File: src/rtl/aim_isa_pkg.sv
// AIM instruction-set constants shared by the encoder and decoder:
// class nibbles, request-class encoding and instruction field positions.
package aim_isa_pkg;

  localparam logic [3:0] CLS_AI   = 4'h1;
  localparam logic [3:0] CLS_GFX  = 4'h2;
  localparam logic [3:0] CLS_CUST = 4'hF;

  typedef enum logic [1:0] {
    RC_AI   = 2'b00,
    RC_GFX  = 2'b01,
    RC_CUST = 2'b10,
    RC_RSVD = 2'b11
  } req_class_e;

  localparam int CLS_MSB  = 31;
  localparam int CLS_LSB  = 28;
  localparam int TYPE_MSB = 27;
  localparam int TYPE_LSB = 24;
  localparam int DST_MSB  = 23;
  localparam int DST_LSB  = 16;
  localparam int SRC_MSB  = 15;
  localparam int SRC_LSB  = 8;
  localparam int IMM_MSB  = 7;
  localparam int IMM_LSB  = 0;
  localparam int RAW_MSB  = 27;
  localparam int RAW_LSB  = 0;
  localparam int OPC_MSB  = 31;
  localparam int OPC_LSB  = 26;

endpackage

File: src/rtl/aim_instruction_encoder_if.sv
// Request and instruction-stream channels of the AIM instruction encoder.
interface aim_instruction_encoder_if;
  logic        req_valid;
  logic        req_ready;
  logic [1:0]  req_class;
  logic [3:0]  req_type;
  logic [7:0]  req_dst;
  logic [7:0]  req_src;
  logic [7:0]  req_imm;
  logic [27:0] req_raw;
  logic        out_valid;
  logic        out_ready;
  logic [31:0] out_instr;

  modport master (
    output req_valid, req_class, req_type, req_dst, req_src, req_imm, req_raw, out_ready,
    input  req_ready, out_valid, out_instr
  );

  modport slave (
    input  req_valid, req_class, req_type, req_dst, req_src, req_imm, req_raw, out_ready,
    output req_ready, out_valid, out_instr
  );
endinterface

File: src/rtl/aim_instruction_encoder_fifo.sv
// First-word-fall-through synchronous FIFO; the read port holds the last
// popped word while empty so the output never shows stale storage.
module aim_sync_fifo #(
  parameter int WIDTH = 32,
  parameter int DEPTH = 4
) (
  input  logic                     clk,
  input  logic                     rst,
  input  logic                     flush_i,
  input  logic                     push_i,
  input  logic [WIDTH-1:0]         wdata_i,
  input  logic                     pop_i,
  output logic [WIDTH-1:0]         rdata_o,
  output logic [$clog2(DEPTH):0]   level_o,
  output logic                     full_o,
  output logic                     empty_o
);
  localparam int AW = $clog2(DEPTH);

  logic [WIDTH-1:0] mem_q [DEPTH];
  logic [AW:0]      wr_q, wr_d, rd_q, rd_d;
  logic [WIDTH-1:0] last_q;
  logic             push_ok, pop_ok;

  // Pointers carry one extra wrap bit to tell full from empty.
  assign empty_o = (wr_q == rd_q);
  assign full_o  = (wr_q[AW] != rd_q[AW]) && (wr_q[AW-1:0] == rd_q[AW-1:0]);
  assign level_o = wr_q - rd_q;
  assign push_ok = push_i && !full_o && !flush_i;
  assign pop_ok  = pop_i && !empty_o;
  assign rdata_o = empty_o ? last_q : mem_q[rd_q[AW-1:0]];

  always_comb begin
    wr_d = wr_q;
    rd_d = rd_q;
    if (flush_i) begin
      wr_d = '0;
      rd_d = '0;
    end else begin
      if (push_ok) wr_d = wr_q + 1'b1;
      if (pop_ok)  rd_d = rd_q + 1'b1;
    end
  end

  always_ff @(posedge clk or posedge rst) begin
    if (rst) begin
      wr_q   <= '0;
      rd_q   <= '0;
      last_q <= '0;
    end else begin
      wr_q <= wr_d;
      rd_q <= rd_d;
      if (pop_ok) last_q <= mem_q[rd_q[AW-1:0]];
    end
  end

  always_ff @(posedge clk) begin
    if (push_ok) mem_q[wr_q[AW-1:0]] <= wdata_i;
  end
endmodule

File: src/rtl/aim_instruction_encoder.sv
// Packs decoded-form requests into 32-bit AIM words, buffers them in a FWFT
// FIFO and streams them out; reserved-class requests are counted and flagged.
module aim_instruction_encoder
  import aim_isa_pkg::*;
#(
  parameter int DEPTH = 4,
  parameter int CNT_W = 16
) (
  input  logic                   clk,
  input  logic                   rst,
  input  logic                   flush,
  aim_instruction_encoder_if.slave bus,
  output logic                   err_pulse,
  output logic [CNT_W-1:0]       issued_count,
  output logic [CNT_W-1:0]       rejected_count,
  output logic [$clog2(DEPTH):0] fifo_level
);
  function automatic logic [CNT_W-1:0] sat_inc(input logic [CNT_W-1:0] v);
    return (&v) ? v : v + 1'b1;
  endfunction

  req_class_e       cls;
  logic             full, empty;
  logic             accept, reject, push, pop;
  logic [31:0]      word;
  logic             err_q, err_d;
  logic [CNT_W-1:0] iss_q, iss_d, rej_q, rej_d;

  assign cls           = req_class_e'(bus.req_class);
  assign bus.req_ready = !full;
  assign accept        = bus.req_valid && !full;
  assign reject        = accept && (cls == RC_RSVD);
  assign push          = accept && !reject;
  assign bus.out_valid = !empty;
  assign pop           = !empty && bus.out_ready;

  always_comb begin
    word = '0;
    case (cls)
      RC_AI, RC_GFX: begin
        word[CLS_MSB:CLS_LSB]   = (cls == RC_AI) ? CLS_AI : CLS_GFX;
        word[TYPE_MSB:TYPE_LSB] = bus.req_type;
        word[DST_MSB:DST_LSB]   = bus.req_dst;
        word[SRC_MSB:SRC_LSB]   = bus.req_src;
        word[IMM_MSB:IMM_LSB]   = bus.req_imm;
      end
      RC_CUST: begin
        word[CLS_MSB:CLS_LSB] = CLS_CUST;
        word[RAW_MSB:RAW_LSB] = bus.req_raw;
      end
      default: word = '0;
    endcase
  end

  always_comb begin
    err_d = reject;
    iss_d = pop    ? sat_inc(iss_q) : iss_q;
    rej_d = reject ? sat_inc(rej_q) : rej_q;
  end

  always_ff @(posedge clk or posedge rst) begin
    if (rst) begin
      err_q <= 1'b0;
      iss_q <= '0;
      rej_q <= '0;
    end else begin
      err_q <= err_d;
      iss_q <= iss_d;
      rej_q <= rej_d;
    end
  end

  assign err_pulse      = err_q;
  assign issued_count   = iss_q;
  assign rejected_count = rej_q;

  aim_sync_fifo #(
    .WIDTH(32),
    .DEPTH(DEPTH)
  ) u_fifo (
    .clk    (clk),
    .rst    (rst),
    .flush_i(flush),
    .push_i (push),
    .wdata_i(word),
    .pop_i  (pop),
    .rdata_o(bus.out_instr),
    .level_o(fifo_level),
    .full_o (full),
    .empty_o(empty)
  );
endmodule
File: src/flat_wrapper.sv
// flat-port wrapper written by rule: the top's interface ports become plain ports
module aim_instruction_encoder_flat import aim_isa_pkg::*;
#(
  parameter int DEPTH = 4,
  parameter int CNT_W = 16
)
  (clk, rst, flush, err_pulse, issued_count, rejected_count, fifo_level, bus_req_valid, bus_req_class, bus_req_type, bus_req_dst, bus_req_src, bus_req_imm, bus_req_raw, bus_out_ready, bus_req_ready, bus_out_valid, bus_out_instr);
  aim_instruction_encoder_if bus_i ();
  input  logic clk;
  input  logic rst;
  input  logic flush;
  output logic err_pulse;
  output logic [CNT_W-1:0] issued_count;
  output logic [CNT_W-1:0] rejected_count;
  output logic [$clog2(DEPTH):0] fifo_level;
  input wire logic [$bits(bus_i.req_valid)-1:0] bus_req_valid;
  input wire logic [$bits(bus_i.req_class)-1:0] bus_req_class;
  input wire logic [$bits(bus_i.req_type)-1:0] bus_req_type;
  input wire logic [$bits(bus_i.req_dst)-1:0] bus_req_dst;
  input wire logic [$bits(bus_i.req_src)-1:0] bus_req_src;
  input wire logic [$bits(bus_i.req_imm)-1:0] bus_req_imm;
  input wire logic [$bits(bus_i.req_raw)-1:0] bus_req_raw;
  input wire logic [$bits(bus_i.out_ready)-1:0] bus_out_ready;
  output wire logic [$bits(bus_i.req_ready)-1:0] bus_req_ready;
  output wire logic [$bits(bus_i.out_valid)-1:0] bus_out_valid;
  output wire logic [$bits(bus_i.out_instr)-1:0] bus_out_instr;
  assign bus_i.req_valid = bus_req_valid;
  assign bus_i.req_class = bus_req_class;
  assign bus_i.req_type = bus_req_type;
  assign bus_i.req_dst = bus_req_dst;
  assign bus_i.req_src = bus_req_src;
  assign bus_i.req_imm = bus_req_imm;
  assign bus_i.req_raw = bus_req_raw;
  assign bus_i.out_ready = bus_out_ready;
  assign bus_req_ready = bus_i.req_ready;
  assign bus_out_valid = bus_i.out_valid;
  assign bus_out_instr = bus_i.out_instr;
  aim_instruction_encoder #(.DEPTH(DEPTH), .CNT_W(CNT_W)) u_core (.clk(clk), .rst(rst), .flush(flush), .bus(bus_i), .err_pulse(err_pulse), .issued_count(issued_count), .rejected_count(rejected_count), .fifo_level(fifo_level));
endmodule
File: config.mk
export PLATFORM = sky130hd
export DESIGN_NAME = aim_instruction_encoder_flat
export DESIGN_NICKNAME = d
export VERILOG_FILES = /design/src/rtl/aim_isa_pkg.sv /design/src/rtl/aim_instruction_encoder_if.sv /design/src/rtl/aim_instruction_encoder_fifo.sv /design/src/rtl/aim_instruction_encoder.sv /design/src/flat_wrapper.sv
export SDC_FILE = /design/constraint.sdc
export NUM_CORES = 1
export LEC_CHECK = 0
export ABC_AREA = 0
export CORE_ASPECT_RATIO = 0.75
export CORE_MARGIN = 2
export CORE_UTILIZATION = 54
export DETAILED_ROUTE_END_ITERATION = 7
export GPL_ROUTABILITY_DRIVEN = 0
export PLACE_DENSITY = 0.84
export SLEW_MARGIN = 40
export SYNTH_ARGS = -nofsm -noshare
export SYNTH_HDL_FRONTEND = slang
export SYNTH_SLANG_ARGS = --single-unit
File: constraint.sdc
create_clock -name clk -period 4.04 [get_ports clk]
set_clock_uncertainty 0.1 [all_clocks]
set_input_delay 0.404 -clock clk [delete_from_list [all_inputs] [get_ports clk]]
set_output_delay 0.404 -clock clk [all_outputs]
set_load 0.02 [all_outputs]
## Yosys cells after proc, flatten, opt, wreduce, memory -nomap -nowiden

Memory sizes are Yosys's and may differ from the RTL's.
Cells that the tools add are included.

- Register bits: 71
- Memory bits (writable): 128
- Input port bits: 63
- Logic and storage cells: 49
- Memories: 1

Memories:

| name | words | width | rd ports | clocked after Yosys merged registers in | wr ports | RTL line | RTL |
|---|---|---|---|---|---|---|---|
| u_core.u_fifo.mem_q | 4 | 32 | 1 | 0 | 1 | aim_instruction_encoder_fifo.sv:20 | `logic [WIDTH-1:0] mem_q [DEPTH];` |

- Add/subtract/negate cells: 5
- Eq/ne operators: 6
- Muxes and demuxes: 9
- Bitwise logic cells: 2
- Reductions and logical operators: 20

Operators with widths:

| operator | count |
|---|---|
| case mux 32 bit (2 select lines) | 1 |
| adder 16 x 1 -> 16 bit (second input constant) | 2 |
| 2-to-1 mux 32 bit | 1 |
| AND reduction 16 bit | 2 |
| 2-to-1 mux 3 bit | 4 |
| logical AND 1 bit | 8 |
| adder 3 x 1 -> 3 bit (second input constant) | 2 |
| == test 2 bit (second input constant) | 2 |
| zero test 1 bit | 4 |
| AND reduction 2 bit | 2 |
| nonzero test 2 bit | 2 |
| == test 3 bit | 1 |
| subtractor 3 bit | 1 |
| == test 2 x 1 -> 1 bit (second input constant) | 1 |
| == test 2 bit | 1 |
| zero test 2 bit | 1 |
| 2-to-1 mux 1 bit | 2 |
| 2-to-1 mux 2 bit | 1 |
| NOT 1 bit | 2 |
| OR reduction 2 bit | 1 |
| != test 1 bit | 1 |

## Depth between registers and ports, before layout

Gate-level depths: netlist of the first run.

- Depth in word-level cells: 11
- Mapped depth: 9

## Hierarchy

A second synthesis of the first run with hierarchy kept.

- Cell total of the unflattened synthesis: 551
- Area total of the unflattened synthesis: 8,916.1 sq um

By module, submodules not included:

| module | times used | cells each | area each (sq um) | seq. area each (sq um) |
|---|---|---|---|---|
| aim_sync_fifo | 1 | 325 | 6,742.7 | 4,794.6 |
| aim_instruction_encoder | 1 | 226 | 2,173.3 | 825.8 |

## Worst setup path before layout of the first run

OpenSTA, ideal clock, no wires.

- Path kind: register -> register
- From: reg u_core.u_fifo.rd_q[1]
- To: mem u_core.u_fifo.mem_q[0][0], enable pin
- Library setup time: 0.391 ns
- Arrival time: 2.602 ns
- Data required time: 3.549 ns
- Slack: 0.947 ns
- Stages on the path, launching flop included: 9
- Cell sequence: dfrtp_1 -> clkbuf_1 -> clkbuf_1 -> inv_1 -> ha_1 -> nand2_1 -> o21ai_0 -> nor2_1 -> and2_1

- Longest elaborated chain between the ends: 11

Ends and longest elaborated chain:

| item | RTL line | RTL |
|---|---|---|
| start, declared | aim_instruction_encoder_fifo.sv:21 | `logic [AW:0] wr_q, wr_d, rd_q, rd_d;` |
| start signal, assigned | aim_instruction_encoder_fifo.sv:52 | `rd_q <= rd_d;` |
| == test 2 bit (*) | aim_instruction_encoder_fifo.sv:27 | `assign full_o = (wr_q[AW] != rd_q[AW]) && (wr_q[AW-1:0] == rd_q[AW-1:0]);` |
| logical AND 1 bit (*) | aim_instruction_encoder_fifo.sv:27 |  |
| zero test 1 bit (*) | aim_instruction_encoder_fifo.sv:29, aim_instruction_encoder.sv:31 |  |
| logical AND 1 bit | aim_instruction_encoder.sv:31 | `assign accept = bus.req_valid && !full;` |
| logical AND 1 bit | aim_instruction_encoder.sv:32 | `assign reject = accept && (cls == RC_RSVD);` |
| zero test 1 bit | aim_instruction_encoder.sv:33 | `assign push = accept && !reject;` |
| logical AND 1 bit | aim_instruction_encoder.sv:33 |  |
| logical AND 1 bit (*) (2 in a row) | aim_instruction_encoder_fifo.sv:29 | `assign push_ok = push_i && !full_o && !flush_i;` |
| 2-to-1 mux 1 bit (*) | aim_instruction_encoder_fifo.sv:58 | `if (push_ok) mem_q[wr_q[AW-1:0]] <= wdata_i;` |
| 2-to-1 mux 1 bit (not written as such) (*) | aim_instruction_encoder_fifo.sv:58 |  |
| end, declared | aim_instruction_encoder_fifo.sv:20 |  |

Every way passes the cells marked *; elsewhere a longest branch is shown, timed or not.

## Worst setup path in the final report of the first run

- From: reg u_core.u_fifo.wr_q[0]
- To: out bus_out_instr[2]

- Longest elaborated chain between the ends: 2

Ends and longest elaborated chain:

| item | RTL line | RTL |
|---|---|---|
| start, declared | aim_instruction_encoder_fifo.sv:21 |  |
| start signal, assigned | aim_instruction_encoder_fifo.sv:51 | `wr_q <= wr_d;` |
| == test 3 bit | aim_instruction_encoder_fifo.sv:26 | `assign empty_o = (wr_q == rd_q);` |
| 2-to-1 mux 32 bit | aim_instruction_encoder_fifo.sv:31 | `assign rdata_o = empty_o ? last_q : mem_q[rd_q[AW-1:0]];` |
| end, declared | flat_wrapper.sv:26 | `output wire logic [$bits(bus_i.out_instr)-1:0] bus_out_instr;` |

Every way passes these cells.

==> impl_metrics.toml, run 1 <==
[run_status]
status = "complete, no violations"

[power_and_ir_drop]
powerDensity_mw_per_mm2 = 583
ir_drop_mv = 0.356
power_leakage_nw = 4.00

[timing]
period_minus_slack_ns = 3.64
worst_pin_slew_ns = 0.693
finalSetupViolCount = 0
maxSlewViolCount = 0
setup-tns-final_ns = 0
min_period_over_period = 0.902
rsz0062_at_grt = "no"
max_clock_freq_mhz = 274
relSlewSlack = 0.538
hold_viol_final = 0

[critical_path]
slowest_stage = "clkdlybuf4s50_1"
cp.arrival_ns = 3.14
worstPathCellList = "inv_1 -> ha_1 -> nand2_1 -> nor2_4 -> buf_12 -> mux2_2 -> clkdlybuf4s50_1"
critPathRequiredTime_ns = 3.54
worst-path-max-fanout = 18
cpPeakStageDelay_ns = 0.55
critical_path_buf_inv_count = 3
critical_path_class = "reg2out"
endpoint_kind = "primary output"
start_kind = "flip-flop"
critPathTopFamily = "buffers and inverters"

[clock_tree]
cts_tree = "built"
cts-buffers-inserted = 17
ctsResizeCount = 0
h-tree-depth = 4
insertion_delay_ns = 0.43
clockBufferDepth = 2
clock-root-buffer = "clkbuf_16"
cts_setup_buffers = 0
clk_pin_slew_worst_paths_ns = 0.07
cts-hold-fix-buffers = 0
cts.sinks = 194

[die]
fp.dieW_um = 149
dieArea_sq_mm = 0.0168
die_y_um = 113
initial_utilization = 0.556
core_area_sq_mm = 0.0153
pin_count = 133
rows = 39

[final_layout]
fin_nets = 748
final_cell_mix = "clkdlybuf4s50_1, edfxtp_1, dfrtp_1, mux2_2, nor2_1"
antenna_cells = 0
drive_gt1_frac = 0.226
final_common_cell = "clkdlybuf4s50_1"
areaGrowthSynthToFinish_pct = 25.2
design_area_sq_mm = 0.0107

[grt]
grt_pass1_wl_mm = 28.4
grt.overflow.total = 0
antenna_found_initial = 0
grt_pass1_vias = 5232
grt_max_degree = 71
grtUsageTotal = 0.224

[synth]
synth_fa_ha_area_frac = 0.0244
ys_seq_area_frac = 0.643
synth-xor-area-share = 0.0369
netlist_area_sq_mm = 0.00852
avgSynthCellArea_sq_um = 15.9
yosysTopAreaCell = "edfxtp_1"
ys_ff_latch = 194
synth-compound-area-share = 0.0310
ys_types = 39
yosysWarnings = 0
synth_top_family_by_area = "multiplexers"
synth.top_cell.area_share = 0.437
synth_cells = 537
synth.mux.area_fraction = 0.172
synthSimpleGateAreaFrac = 0.0739
syn_nets = 616
synthTopCellsByArea = "edfxtp_1, dfrtp_1, mux2_2"

[detailed_routing]
vias_per_cell = 5.79
dr_total_vias = 5137
totalWireLength_mm = 17.8
wl_per_cell_um = 20.1
drc = 0
dr.pass1.iters = 7
final_antenna_net_count = 0
drt_iter0_drc = 321

[job]
maxCapViolCount = 0

[min_path]
hp-class = "in2async"

[place]
io_buffers = 132
dpl_cell_area_sq_mm = 0.0101
hpwlAfterDp_mm = 11.4
layer usage:
metal  wire length (um)  vias up  share of wire  global-route usage
li1                   -     2327              -                   -
met2               8920      212           0.50               0.365
met5                  0        -              0                   0
met4                276        0          0.015              0.0737
met1               7350     2574           0.41               0.307
met3               1290       24          0.072              0.0460
metrics by stage:
stage | instances | hold slack, ns | power (W) | utilization | worst slack, ns
floorplan | 537 | 0.370 | 0.00380 | - | 0.947
global route | 887 | 0.414 | 0.00649 | 0.696 | 0.247
global placement | 854 | 0.382 | 0.00457 | 0.657 | 0.981
detailed placement | 854 | 0.390 | 0.00464 | 0.658 | 0.832
finish | 887 | 0.376 | 0.00622 | 0.696 | 0.397
CTS | 886 | 0.408 | 0.00625 | 0.695 | 0.371
worst min-delay path, stage by stage:
cell and delay, ns:
clkdlybuf4s50_1 0.42, inv_2 0.06, buf_6 0.52
report_power, final:
group	switching, W	internal [W]	leakage [nW]
combinational	0.000987	0.00109	1.70
sequential	0.000163	0.00237	2.03
clock	0.000788	0.000821	0.273
cell usage after synthesis:
cell and n:
a21oi_1 1, a22oi_1 28, and2_1 5, and3_1 4, and4_1 2, buf_1 2
buf_2 11, buf_4 1, buf_6 1, clkbuf_1 12, dfrtp_1 70, edfxtp_1 124
fa_1 1, ha_1 15, inv_1 11, mux2_2 66, mux2i_1 2, mux4_2 31
nand2_1 11, nand2b_1 2, nand3_1 10, nand3_2 1, nand4_1 12, nor2_1 41
nor2b_1 1, nor3_1 11, nor3b_1 2, nor4_1 10, nor4_2 2, nor4_4 1
nor4b_1 1, o211ai_1 3, o21ai_0 2, o21ai_2 1, o21bai_1 1, or2_2 3
xnor2_1 8, xor2_1 26, xor2_2 1
layout make-up:
cell class,instances,area [sq um]
flip-flops and latches,194,5480
fillers,987,4660
multi-input cells,305,2910
repair buffers,140,1420
clock buffers,18,429
well taps,205,256
clock inverters,14,138
inverters,11,41.3
worst paths after layout:
path                                          start                         end  slack [ns]  cells after the start
setup / recovery              u_core.u_fifo.wr_q[0]            bus_out_instr[2]        0.40                      7
min in group clk           u_core.u_fifo.last_q[18]    u_core.u_fifo.last_q[18]        0.40                      1
max in group asynchronous                       rst       u_core.u_fifo.rd_q[0]        2.95                      3
hold reg to reg            u_core.u_fifo.last_q[18]    u_core.u_fifo.last_q[18]        0.40                      1
setup reg to reg              u_core.u_fifo.wr_q[0]  u_core.u_fifo.mem_q[3][12]        1.35                      6
hold / removal                                  rst            u_core.err_pulse        0.38                      3
logic make-up (layout without fill, tap and decap cells):
kind of cell               count (synthesis)  count (layout)
buffers and inverters                     38             183
and+or+nand+nor                          119             119
xor gates and xnor gates                  35              35
DFF                                      194             194
adders and majority gates                 16              16
AOI/OAI and AO/OA                         36              36
muxes                                     99              99
state kept, by name, summed over array words and instances, names as in the netlist:
register / cells
u_core.rejected_count: 16
u_core.u_fifo.mem_q: 124
u_core.u_fifo.last_q: 31
u_core.u_fifo.wr_q: 3
u_core.u_fifo.rd_q: 3
u_core.err_pulse: 1
u_core.issued_count: 16
Note: power is estimated with default switching activity, not from simulation.
==> run 2: changes to the inputs <==
--- a/config.mk
+++ b/config.mk
@@ -11,6 +11,7 @@
 export CORE_UTILIZATION = 54
 export DETAILED_ROUTE_END_ITERATION = 7
 export GPL_ROUTABILITY_DRIVEN = 0
+export GPL_TIMING_DRIVEN = 0
 export PLACE_DENSITY = 0.84
 export SLEW_MARGIN = 40
 export SYNTH_ARGS = -nofsm -noshare
==> impl_metrics.toml, run 2 (same netlist as run 1, synthesis figures left out) <==
[run_status]
status = "complete, no violations"

[clock_tree]
clk_pin_slew_worst_paths_ns = 0.07
cts-hold-fix-buffers = 0
cts_tree = "built"
clock-root-buffer = "clkbuf_16"
insertion_delay_ns = 0.43
clockBufferDepth = 2
cts.sinks = 194
h-tree-depth = 4
cts-buffers-inserted = 17

[timing]
holdWs_ns = 0.232
finalWorstSetupSlack_ns = 0.187
hold_viol_final = 0
max_clock_freq_mhz = 260
rsz0062_at_grt = "no"
period_minus_slack_ns = 3.85
maxSlewViolCount = 0
relSlewSlack = 0.480
worst_pin_slew_ns = 0.781
setup-tns-final_ns = 0
finalSetupViolCount = 0
min_period_over_period = 0.954

[final_layout]
antenna_cells = 0
final_cell_mix = "clkdlybuf4s50_1, edfxtp_1, dfrtp_1, mux2_2, nor2_1"
areaGrowthSynthToFinish_pct = 26.3
n_fill_cell = 982
drive_gt1_frac = 0.227
final_common_cell = "clkdlybuf4s50_1"
fin_nets = 767
regArea_sq_mm = 0.00548
multi_input_area_sq_mm = 0.00289
design_area_sq_mm = 0.0108
largest_register_ff_count = 124

[power_and_ir_drop]
pwr-share-comb = 0.328
p_seq_frac = 0.397
clkPwrFrac = 0.275
p_switching_w = 0.00196
finalPower_w = 0.00642
ir_drop_mv = 0.342
swShare = 0.306
power_leakage_nw = 4.06
p_int_w = 0.00445
powerDensity_mw_per_mm2 = 596

[critical_path]
reg2reg_to = "u_core.u_fifo.mem_q[3][25]"
endpoint_kind = "primary output"
worstRegToRegCells = 7
start_kind = "flip-flop"
r2r_setup_slack_ns = 1.06
worstPathCellList = "clkbuf_4 -> inv_1 -> ha_1 -> nand2_1 -> nor2_4 -> buf_2 -> mux2_2 -> buf_4 -> clkdlybuf4s50_1"
cpPeakStageDelay_ns = 0.52
worstReg2RegStart = "u_core.u_fifo.rd_q[1]"
critical_path_class = "reg2out"
cp.arrival_ns = 3.35
slowest_stage = "clkdlybuf4s50_1"
worst-path-max-fanout = 10
critPathRequiredTime_ns = 3.54

[grt]
antenna_found_initial = 0
grt_pass1_vias = 5452
grt_max_degree = 42
grt.overflow.total = 0
grt_pass1_wl_mm = 29.3
grtUsageTotal = 0.234

[detailed_routing]
vias_per_cell = 5.80
dr.pass1.iters = 5
final_antenna_net_count = 0
dr_total_vias = 5253
drc = 0
totalWireLength_mm = 18.6
drt_iter0_drc = 395
wl_per_cell_um = 20.5

[place]
dpl_cell_area_sq_mm = 0.0101
io_buffers = 132
hpwlAfterDp_mm = 12.1
post-place-ws_ns = -0.117

[die]
initial_utilization = 0.556
pin_count = 133
die_y_um = 113
dieArea_sq_mm = 0.0168
fp.dieW_um = 149
core_area_sq_mm = 0.0153
rows = 39

[min_path]
hp-class = "in2async"

[job]
maxCapViolCount = 0
-- run 2: cell count changes in the layout (fill, tap and decap cells not counted), sizes merged --
cell      delta
buf          +8
bufinv       +3
clkbuf      +10
clkinv       +1
clkinvlp     -2
inv          -1
-- run 2: worst max path at each step --
stage	from	to	slack (ns)
3_3_place_gp	u_core.u_fifo.rd_q[1]	bus_out_instr[31]	-0.08
2_1_floorplan	u_core.u_fifo.rd_q[1]	u_core.u_fifo.mem_q[0][0]	0.95
5_1_grt	u_core.u_fifo.rd_q[1]	bus_out_instr[31]	0.04
4_1_cts	u_core.u_fifo.rd_q[1]	bus_out_instr[31]	0.08
6_report	u_core.u_fifo.rd_q[1]	bus_out_instr[31]	0.19
3_5_place_dp	u_core.u_fifo.rd_q[1]	bus_out_instr[31]	-0.12
-- run 2: stage by stage --
| stage | util | cells |
|---|---|---|
| 2_1_floorplan | - | 537 |
| 3_3_place_gp | 0.659 | 874 |
| 3_5_place_dp | 0.661 | 875 |
| 4_1_cts | 0.702 | 906 |
| 5_1_grt | 0.702 | 906 |
| 6_report | 0.702 | 906 |
-- run 2: power by group through the flow --
stage	logic, W	registers [W]	clock network [W]
after floorplan	0.00121	0.00259	0
after CTS	0.00212	0.00254	0.00178
after detailed placement	0.00209	0.00258	0
after global placement	0.00205	0.00255	0
final	0.00210	0.00255	0.00176
after global routing	0.00224	0.00257	0.00185
-- run 2: critical path, delay by kind of cell (launching register included) --
family                     cells  cell delay [ns]
buffers and inverters          5             1.31
and+or+nand+nor                2             0.43
muxes                          1             0.40
DFF                            1             0.49
adders and majority gates      1             0.30
-- run 2: final cells by class --
cell class / instances / share of cell area
sequential: 194 / 0.509
multi-input combinational: 305 / 0.269
timing repair buffer: 133 / 0.125
clock buffer: 17 / 0.0395
tap: 205 / 0.0238
clock inverter: 15 / 0.0180
buffer: 26 / 0.0117
inverter: 11 / 0.00430
-- run 2: metal layers --
layer / GRT usage / part of all wire
met1: 0.307 / 0.41
met2: 0.397 / 0.51
met3: 0.0512 / 0.068
met4: 0.0692 / 0.017
met5: 0 / 0
-- run 2: repair_timing --
action,CTS,global route
gates cloned,0,0
setup endpoints to repair,33,5
gates resized for setup,4,1
setup buffers,0,0
==> run 3: changes to the inputs <==
--- a/config.mk
+++ b/config.mk
@@ -8,12 +8,12 @@
 export ABC_AREA = 0
 export CORE_ASPECT_RATIO = 0.75
 export CORE_MARGIN = 2
-export CORE_UTILIZATION = 54
+export CORE_UTILIZATION = 49
 export DETAILED_ROUTE_END_ITERATION = 7
 export GPL_ROUTABILITY_DRIVEN = 0
 export GPL_TIMING_DRIVEN = 0
-export PLACE_DENSITY = 0.84
-export SLEW_MARGIN = 40
+export PLACE_DENSITY = 0.81
+export SLEW_MARGIN = 20
 export SYNTH_ARGS = -nofsm -noshare
 export SYNTH_HDL_FRONTEND = slang
 export SYNTH_SLANG_ARGS = --single-unit
==> constraint.sdc (replaced) <==
create_clock -name clk -period 3.4 [get_ports clk]
set_clock_uncertainty 0.1 [all_clocks]
set_input_delay 0.34 -clock clk [delete_from_list [all_inputs] [get_ports clk]]
set_output_delay 0.34 -clock clk [all_outputs]
set_load 0.02 [all_outputs]
==> impl_metrics.toml, run 3 (same netlist as run 1, synthesis figures left out) <==
[die]
initial_utilization = 0.503
die_y_um = 118
pin_count = 133
dieArea_sq_mm = 0.0185
fp.dieW_um = 156
core_area_sq_mm = 0.0169
rows = 41

[detailed_routing]
dr.pass1.iters = 5
totalWireLength_mm = 19.0
dr_total_vias = 5250
vias_per_cell = 5.69
drc = 0
wl_per_cell_um = 20.6
drt_iter0_drc = 386
final_antenna_net_count = 0

[clock_tree]
clk_pin_slew_worst_paths_ns = 0.07
clock-root-buffer = "clkbuf_16"
cts-buffers-inserted = 17
cts_tree = "built"
insertion_delay_ns = 0.44
cts.sinks = 194
h-tree-depth = 4
clockBufferDepth = 2

[final_layout]
final_common_cell = "edfxtp_1"
final_util = 0.648
largest_register_ff_count = 124
fin_nets = 774
fin_cells = 923
drive_gt1_frac = 0.239
final_cell_mix = "edfxtp_1, clkdlybuf4s50_1, dfrtp_1, mux2_2, nor2_1"
areaGrowthSynthToFinish_pct = 28.8
antenna_cells = 0

[timing]
finalSetupViolCount = 0
min_period_over_period = 0.964
period_minus_slack_ns = 3.28
rsz0062_at_grt = "no"
holdWs_ns = 0.178
maxSlewViolCount = 0
max_clock_freq_mhz = 305
hold_viol_final = 0
setup-tns-final_ns = 0
relSlewSlack = 0.519
worst_pin_slew_ns = 0.722

[power_and_ir_drop]
power_leakage_nw = 4.32
p_switching_w = 0.00234
clkPwrFrac = 0.273
p_seq_frac = 0.395
p_int_w = 0.00530
pwr-share-comb = 0.331
finalPower_w = 0.00764
ir_drop_mv = 0.552
swShare = 0.307
powerDensity_mw_per_mm2 = 697

[place]
io_buffers = 132
hpwlAfterDp_mm = 13.0
place_inst = 889

[grt]
antenna_found_initial = 0
grt_max_degree = 38
grt_pass1_wl_mm = 29.8
grt_pass1_vias = 5484
grt.overflow.total = 0
grtUsageTotal = 0.216

[critical_path]
worst-path-max-fanout = 10
cp.arrival_ns = 2.84
start_kind = "flip-flop"
reg2reg_to = "u_core.u_fifo.mem_q[2][13]"
r2r_setup_slack_ns = 0.66
worstReg2RegStart = "u_core.u_fifo.rd_q[1]"
critical_path_class = "reg2out"
worstRegToRegCells = 8
endpoint_kind = "primary output"
critPathRequiredTime_ns = 2.96

[job]
maxCapViolCount = 0

[run_status]
status = "complete, no violations"

[min_path]
hp-class = "in2async"
==> run 3: changes by cell type in the layout (fill, tap and decap cells not counted), sizes merged <==
cell,before,now
buf,16,23
clkinvlp,0,2
clkdlybuf4s50,132,111
dlymetal6s2s,0,20
dlygate4sd2,0,1
inv,19,17
==> run 3: how the worst max path moves through the flow <==
stage	start	to	slack [ns]	cells past startpoint
4_1_cts	u_core.u_fifo.rd_q[1]	bus_out_instr[13]	-0.05	8
6_report	u_core.u_fifo.rd_q[1]	bus_out_instr[30]	0.12	8
2_1_floorplan	u_core.u_fifo.rd_q[1]	u_core.u_fifo.mem_q[0][0]	0.31	8
3_5_place_dp	u_core.u_fifo.rd_q[1]	bus_out_instr[31]	-0.80	10
3_3_place_gp	u_core.u_fifo.rd_q[1]	bus_out_instr[31]	-0.76	10
5_1_grt	u_core.u_fifo.rd_q[1]	bus_out_instr[30]	0.008	8
==> run 3: through the flow <==
step,setup WS (ns),cell area [sq um]
floorplan,0.307,8520
global placement,-0.757,10100
detailed placement,-0.797,10200
CTS,-0.0492,10900
global route,0.00846,11000
finish,0.121,11000
==> run 3: metal layers <==
metal	GRT usage	routed length, um	up-vias
met5	0	0	-
met1	0.287	7860	2612
li1	-	-	2376
met4	0.0642	297	0
met2	0.359	9440	236
met3	0.0484	1390	26
==> run 3: layout make-up <==
class	count	area (sq um)
clock buffer	17	425
tap	215	269
inverter	11	43.8
sequential	194	5480
buffer	26	154
timing repair buffer	140	1520
fill	1170	5960
clock inverter	15	194
multi-input combinational	305	2890
==> run 3: critical path: stages (launching register included) <==
cell	delay [ns]
dfrtp_2	0.36
clkbuf_4	0.23
inv_1	0.06
ha_1	0.31
nand2_2	0.13
nor2_4	0.20
buf_6	0.18
mux2_2	0.37
clkdlybuf4s50_1	0.55
==> run 3: power groups by stage <==
stage,Combinational [W],Sequential (W),Clock [W]
after floorplan,0.00144,0.00307,0
after global placement,0.00245,0.00303,0
after detailed placement,0.00252,0.00306,0
after CTS,0.00258,0.00302,0.00212
after global routing,0.00269,0.00305,0.00222
final,0.00253,0.00302,0.00209
==> run 3: repair_timing <==
item                                    in CTS  in global routing
buffers inserted                             2                  1
pin swaps                                    1                  1
hold buffers                                 0                  0
resized for setup                           15                 22
endpoints found under the setup margin     119                 27
